==> config.mk <==
export PLATFORM = sky130hd
export DESIGN_NAME = cmac_dot_flat
export DESIGN_NICKNAME = d
export VERILOG_FILES = /design/src/rtl/cmac_dot_if.sv /design/src/rtl/cmac_dot.sv /design/src/flat_wrapper.sv
export SDC_FILE = /design/constraint.sdc
export NUM_CORES = 2
export LEC_CHECK = 0
export BUFFER_PORTS_ARGS = -buffer_cell sky130_fd_sc_hd__buf_2
export CORE_MARGIN = 2
export CORE_UTILIZATION = 55
export CTS_CLUSTER_SIZE = 28
export DETAILED_ROUTE_END_ITERATION = 12
export GPL_ROUTABILITY_DRIVEN = 0
export PLACE_DENSITY = 0.71
export SLEW_MARGIN = 20
export SYNTH_ARGS = -nofsm -noshare
export SYNTH_HDL_FRONTEND = slang
export SYNTH_SLANG_ARGS = --single-unit
==> constraint.sdc <==
create_clock -name clk -period 8.9 [get_ports clk]
set_input_delay 0.445 -clock clk [delete_from_list [all_inputs] [get_ports clk]]
set_output_delay 0.445 -clock clk [all_outputs]
set_load 0.05 [all_outputs]
==> src/rtl/cmac_dot_if.sv <==
// Handshake and data bundle for the complex dot-product unit.
// The master side feeds element pairs and consumes results; the slave is cmac_dot.
interface cmac_dot_if #(
  parameter int N = 16
);
  logic                in_valid;
  logic                in_ready;
  logic                conj;
  logic signed [N-1:0] ar;
  logic signed [N-1:0] ai;
  logic signed [N-1:0] br;
  logic signed [N-1:0] bi;
  logic                out_valid;
  logic                out_ready;
  logic signed [N-1:0] pr;
  logic signed [N-1:0] pi;
  logic                sat_r;
  logic                sat_i;

  modport master (
    output in_valid, conj, ar, ai, br, bi, out_ready,
    input  in_ready, out_valid, pr, pi, sat_r, sat_i
  );

  modport slave (
    input  in_valid, conj, ar, ai, br, bi, out_ready,
    output in_ready, out_valid, pr, pi, sat_r, sat_i
  );
endinterface

==> src/rtl/cmac_dot.sv <==
// Complex multiply-accumulate: streams LEN element pairs and returns
// sum(a*b) or sum(a*conj(b)) as a saturated QN.Q complex result.
// Pipeline: S1 products, S2 exact accumulation, S3 shift/saturate to output.
module cmac_dot #(
  parameter int Q   = 8,
  parameter int N   = 16,
  parameter int LEN = 4
) (
  input logic        clk,
  input logic        rst,
  cmac_dot_if.slave  bus
);
  localparam int ACCW = 2*N + $clog2(LEN) + 1;
  localparam int CW   = $clog2(LEN);
  localparam logic [CW-1:0] LAST = CW'(LEN - 1);
  localparam logic signed [ACCW-1:0] MAXV = {{(ACCW-N+1){1'b0}}, {(N-1){1'b1}}};
  localparam logic signed [ACCW-1:0] MINV = ~MAXV;

  typedef enum logic [1:0] {ACC, DRAIN, HOLD} state_t;

  state_t              state;
  logic [CW-1:0]       count;
  logic                in_ready_q;
  logic                out_valid_q;
  logic                accept;

  logic                s1_valid, s1_first, s1_last, s1_conj;
  logic signed [2*N-1:0] p_rr, p_ii, p_ri, p_ir;
  logic signed [ACCW-1:0] e_rr, e_ii, e_ri, e_ir;
  logic signed [ACCW-1:0] re_t, im_t;
  logic signed [ACCW-1:0] acc_r, acc_i;
  logic                s2_last;
  logic signed [ACCW-1:0] sh_r, sh_i;
  logic [N:0]          clip_r, clip_i;

  assign accept        = bus.in_valid && in_ready_q;
  assign bus.in_ready  = in_ready_q;
  assign bus.out_valid = out_valid_q;

  // Returns {sat, value} after clipping to the N-bit signed range.
  function automatic logic [N:0] clip(input logic signed [ACCW-1:0] v);
    if (v > MAXV)      return {1'b1, MAXV[N-1:0]};
    else if (v < MINV) return {1'b1, MINV[N-1:0]};
    else               return {1'b0, v[N-1:0]};
  endfunction

  // Control FSM: element counting and the in/out handshakes.
  always_ff @(posedge clk or posedge rst) begin
    if (rst) begin
      state       <= ACC;
      count       <= '0;
      in_ready_q  <= 1'b1;
      out_valid_q <= 1'b0;
    end else begin
      case (state)
        ACC: begin
          if (accept) begin
            if (count == LAST) begin
              count      <= '0;
              in_ready_q <= 1'b0;
              state      <= DRAIN;
            end else begin
              count <= count + 1'b1;
            end
          end
        end
        DRAIN: begin
          if (s2_last) begin
            out_valid_q <= 1'b1;
            state       <= HOLD;
          end
        end
        HOLD: begin
          if (bus.out_ready) begin
            out_valid_q <= 1'b0;
            in_ready_q  <= 1'b1;
            state       <= ACC;
          end
        end
        default: state <= ACC;
      endcase
    end
  end

  // S1: full-width partial products plus position flags; conj is latched on the first element.
  always_ff @(posedge clk or posedge rst) begin
    if (rst) begin
      s1_valid <= 1'b0;
      s1_first <= 1'b0;
      s1_last  <= 1'b0;
      s1_conj  <= 1'b0;
      p_rr     <= '0;
      p_ii     <= '0;
      p_ri     <= '0;
      p_ir     <= '0;
    end else begin
      s1_valid <= accept;
      if (accept) begin
        p_rr     <= bus.ar * bus.br;
        p_ii     <= bus.ai * bus.bi;
        p_ri     <= bus.ar * bus.bi;
        p_ir     <= bus.ai * bus.br;
        s1_first <= (count == '0);
        s1_last  <= (count == LAST);
        if (count == '0) s1_conj <= bus.conj;
      end
    end
  end

  assign e_rr = {{(ACCW-2*N){p_rr[2*N-1]}}, p_rr};
  assign e_ii = {{(ACCW-2*N){p_ii[2*N-1]}}, p_ii};
  assign e_ri = {{(ACCW-2*N){p_ri[2*N-1]}}, p_ri};
  assign e_ir = {{(ACCW-2*N){p_ir[2*N-1]}}, p_ir};

  // Combine products into the complex term for the selected mode.
  always_comb begin
    re_t = '0;
    im_t = '0;
    if (s1_conj) begin
      re_t = e_rr + e_ii;
      im_t = e_ir - e_ri;
    end else begin
      re_t = e_rr - e_ii;
      im_t = e_ri + e_ir;
    end
  end

  // S2: exact accumulation; the first element overwrites, so no clear is needed.
  always_ff @(posedge clk or posedge rst) begin
    if (rst) begin
      acc_r   <= '0;
      acc_i   <= '0;
      s2_last <= 1'b0;
    end else begin
      s2_last <= s1_valid && s1_last;
      if (s1_valid) begin
        acc_r <= s1_first ? re_t : acc_r + re_t;
        acc_i <= s1_first ? im_t : acc_i + im_t;
      end
    end
  end

  assign sh_r   = acc_r >>> Q;
  assign sh_i   = acc_i >>> Q;
  assign clip_r = clip(sh_r);
  assign clip_i = clip(sh_i);

  // S3: single quantisation point; result held until the next vector completes.
  always_ff @(posedge clk or posedge rst) begin
    if (rst) begin
      bus.pr    <= '0;
      bus.pi    <= '0;
      bus.sat_r <= 1'b0;
      bus.sat_i <= 1'b0;
    end else if (s2_last) begin
      bus.pr    <= clip_r[N-1:0];
      bus.pi    <= clip_i[N-1:0];
      bus.sat_r <= clip_r[N];
      bus.sat_i <= clip_i[N];
    end
  end
endmodule
==> src/flat_wrapper.sv <==
// flat-port wrapper written by rule: the top's interface ports become plain ports
module cmac_dot_flat 
#(
  parameter int Q   = 8,
  parameter int N   = 16,
  parameter int LEN = 4
)
  (clk, rst, bus_in_valid, bus_conj, bus_ar, bus_ai, bus_br, bus_bi, bus_out_ready, bus_in_ready, bus_out_valid, bus_pr, bus_pi, bus_sat_r, bus_sat_i);
  cmac_dot_if #(.N(N)) bus_i ();
  input logic clk;
  input logic rst;
  input wire logic [$bits(bus_i.in_valid)-1:0] bus_in_valid;
  input wire logic [$bits(bus_i.conj)-1:0] bus_conj;
  input wire logic [$bits(bus_i.ar)-1:0] bus_ar;
  input wire logic [$bits(bus_i.ai)-1:0] bus_ai;
  input wire logic [$bits(bus_i.br)-1:0] bus_br;
  input wire logic [$bits(bus_i.bi)-1:0] bus_bi;
  input wire logic [$bits(bus_i.out_ready)-1:0] bus_out_ready;
  output wire logic [$bits(bus_i.in_ready)-1:0] bus_in_ready;
  output wire logic [$bits(bus_i.out_valid)-1:0] bus_out_valid;
  output wire logic [$bits(bus_i.pr)-1:0] bus_pr;
  output wire logic [$bits(bus_i.pi)-1:0] bus_pi;
  output wire logic [$bits(bus_i.sat_r)-1:0] bus_sat_r;
  output wire logic [$bits(bus_i.sat_i)-1:0] bus_sat_i;
  assign bus_i.in_valid = bus_in_valid;
  assign bus_i.conj = bus_conj;
  assign bus_i.ar = bus_ar;
  assign bus_i.ai = bus_ai;
  assign bus_i.br = bus_br;
  assign bus_i.bi = bus_bi;
  assign bus_i.out_ready = bus_out_ready;
  assign bus_in_ready = bus_i.in_ready;
  assign bus_out_valid = bus_i.out_valid;
  assign bus_pr = bus_i.pr;
  assign bus_pi = bus_i.pi;
  assign bus_sat_r = bus_i.sat_r;
  assign bus_sat_i = bus_i.sat_i;
  cmac_dot #(.Q(Q), .N(N), .LEN(LEN)) u_core (.clk(clk), .rst(rst), .bus(bus_i));
endmodule
==> results.md <==
* WL/cell at 19.5 um
* Critical path type: in -> reg
* Multi-input logic area at 0.0446 sq mm
* CTS resizes at 0
* IO Count at 105
* Crit path time final at 7.29 ns
* Top FF cell, synth: dfrtp_1
* R2R Setup Slk at 1.67 ns
* Clk slew on worst S/H paths at 0.07 ns
* Die width at 324 um
* Final Util at 58.0%
* Reg2reg path depth at 25
* CORE AREA at between 0.1 and 0.15 sq mm
* Routed WL at 150,000 um
* TritonCTS clock tree: done
* Clock Latency Late Sink at 0.63 ns
* Fillers at roughly 9.1k
* CP Capture Type: flop
* Post-synth cell types at 94
* Sequential Area at 0.00609 sq mm
* Worst Setup EP: u_core.p_ir[29]
* Most numerous cell in the Yosys netlist: inv_1
* Critical Path Source Type: input pin
* Share of cells above drive strength 1 at ~3.9%
* Hold buffer count at CTS at 0
* First DRT Iteration DRCs at 3,328
* DR DRC count at 0
* Remaining global-route overflow at 0
* Final setup TNS at 0 ns
* Worst hold path type: in -> async
* Layout Skew at 0.0373 ns
* Failing checks: negative hold slack
* 1st-pass router iterations at 6
* Final Setup Violations at 0
* Synth-to-Final Area Change at 4.53%
* Vias at 42.9k
* Slew headroom at 26.2%
* Rows at 117
* Vias in the first global route at approximately 45k
* Final nets at a little under 8k
* WHS at -0.0288 ns
* Synth warn at 0
* Critical Path Start: bus_br[15]
* Fmax at between 0.1 and 0.15 GHz
* DR vias/cell at approximately 5.6
* Postcts setup bufs at 0
* Most common library cells after synthesis: inv_1, fa_1, nand2_1
* Die Y at 324 um
* Post-synth EDFFs at 0
* Sequential share of the synthesized area at 10.8%
* Slew @ Worst Pin at ~1.1 ns
* RSZ-0062 raised after global routing: no
* CP required at 9.39 ns
* CP arrival at 7.78 ns
* Initial antenna violation count at 9
* Hold Violations, Final at 28
* Routed Antenna Nets at 0
* Num CTS Buffers at 29
* Synth Cell Area at around 0.056 sq mm
* Initial core utilization at a little under three fifths
* Outcome: finished, violations left
* Post-Syn Nets at roughly 8k
* #FFs+latches synth at 243
* FF-to-FF End: u_core.acc_r[34]
* Clk root buf: clkbuf_16
* Final Slew Violations at 0
* Area leader, netlist: fa_1
* Asr flop ratio synth at between 90% and 100%
* Reg2Reg Launch Point: u_core.p_ii[8]
* Detailed Place HPWL at 119,000 um
* Synth area leaders: fa_1, dfrtp_1, ha_1
* Avg Cell Area, Syn at between 8 and 9 sq um
* Full die area at 0.105 sq mm
* Buffers on Ports at 104
* MaxCap Viol Count at 0
* CP max FO at 23
* Mapped Cells at ~6.4k
* Htree depth at 1
* Maximum clock insertion buffer count at 3
* Top cell type's share of synthesized area at 37.3%
* Total track usage at 29.1%
* First-pass GRT wire length at 244,000 um
* Largest net degree at the start of global routing at 108
* Period Utilization, post-route at 81.9%
* Clock sinks at 243
[final cells by class]
type	count	area share, %
Inverter	1274	8.11
Clock buffer	36	1.36
Antenna cell	2	0.00848
Tap cell	1368	2.90
Timing Repair Buffer	141	1.37
Sequential cell	243	10.3
Multi-Input combinational cell	4624	75.5
Clock inverter	17	0.413
[layout by cell type, fill, tap and decap left out, drive strengths merged, types with 36 or more instances in the layout]
cell type | netlist | routed
a21o | 93 | 93
a21oi | 302 | 302
a31oi | 40 | 40
and2 | 507 | 507
buf | 5 | 141
clkbuf | 271 | 36
dfrtp | 242 | 242
fa | 1052 | 1052
ha | 475 | 475
inv | 1273 | 1275
nand2 | 733 | 733
nand2b | 49 | 49
nand3 | 54 | 54
nor2 | 308 | 308
nor3 | 67 | 67
o21ai | 210 | 210
o21bai | 37 | 37
xnor2 | 186 | 186
xor2 | 112 | 112
[state kept, by name, indices dropped and copies added, names as in the netlist, 2 cells and up]
signal         cells
u_core.state       2
u_core.count       2
u_core.p_ii       32
u_core.bus.pi     16
u_core.p_ir       32
u_core.p_ri       32
u_core.bus.pr     16
u_core.acc_i      35
u_core.acc_r      35
u_core.p_rr       32
[stage by stage]
step | instances | area (sq um) | worst slack, ns
detailed placement | 7650 | 58000 | 1.55
global route | 7703 | 59000 | 1.08
global placement | 7650 | 58000 | 1.57
CTS | 7703 | 59000 | 1.76
finish | 7705 | 59000 | 1.61
floorplan | 6417 | 56500 | 1.78
[metal layers]
metal / vias up / track usage [%] / part of all wire (%)
li1: 19600 / - / -
met1: 21600 / 40.2 / 42
met2: 1423 / 46.2 / 45
met3: 209 / 6.23 / 8.9
met4: 8 / 9.06 / 3.5
met5: - / 0 / 0.037
[worst max-delay path, cell delays in order]
cell and delay, ns:
buf_2 0.35, clkinv_1 0.98, nor2_1 0.38, fa_1 0.49, fa_1 0.54, fa_1 0.45, fa_1 0.47, fa_1 0.49
inv_1 0.05, fa_1 0.49, inv_1 0.05, ha_1 0.38, nor2b_1 0.17, a41oi_1 0.30, a211oi_1 0.25, a2111oi_0 0.82
o21bai_1 0.17, a21oi_1 0.24, xor2_1 0.16, o21ai_1 0.08
[kinds of logic (layout without fill, tap and decap cells)]
kind of cell	count (synthesis)	in the layout	share of synthesized area, %
AND/OR/NAND/NOR	1880	1880	16.1
buffers and inverters	1550	1468	10.3
adder cells (fa/ha/maj)	1527	1527	47.8
AO/OA/AOI/OAI	897	897	9.87
XOR/XNOR	298	298	4.66
flip-flops	243	243	10.8
multiplexers	22	22	0.432
other	0	2	0
[worst min path at each step]
| stage | start | end | slack [ns] |
|---|---|---|---|
| after CTS | rst | u_core.acc_r[23] | 0.01 |
| after floorplan | u_core.s1_last | u_core.s1_last | 0.44 |
| after global routing | rst | u_core.acc_r[22] | 0.05 |
| after detailed placement | u_core.s1_last | u_core.s1_last | 0.47 |
| after global placement | u_core.s1_last | u_core.s1_last | 0.45 |
| final | rst | u_core.bus.pr[5] | -0.03 |
Power is not shown: default switching activity piles up to over one toggle a cycle in this logic, so the estimate is an artifact.
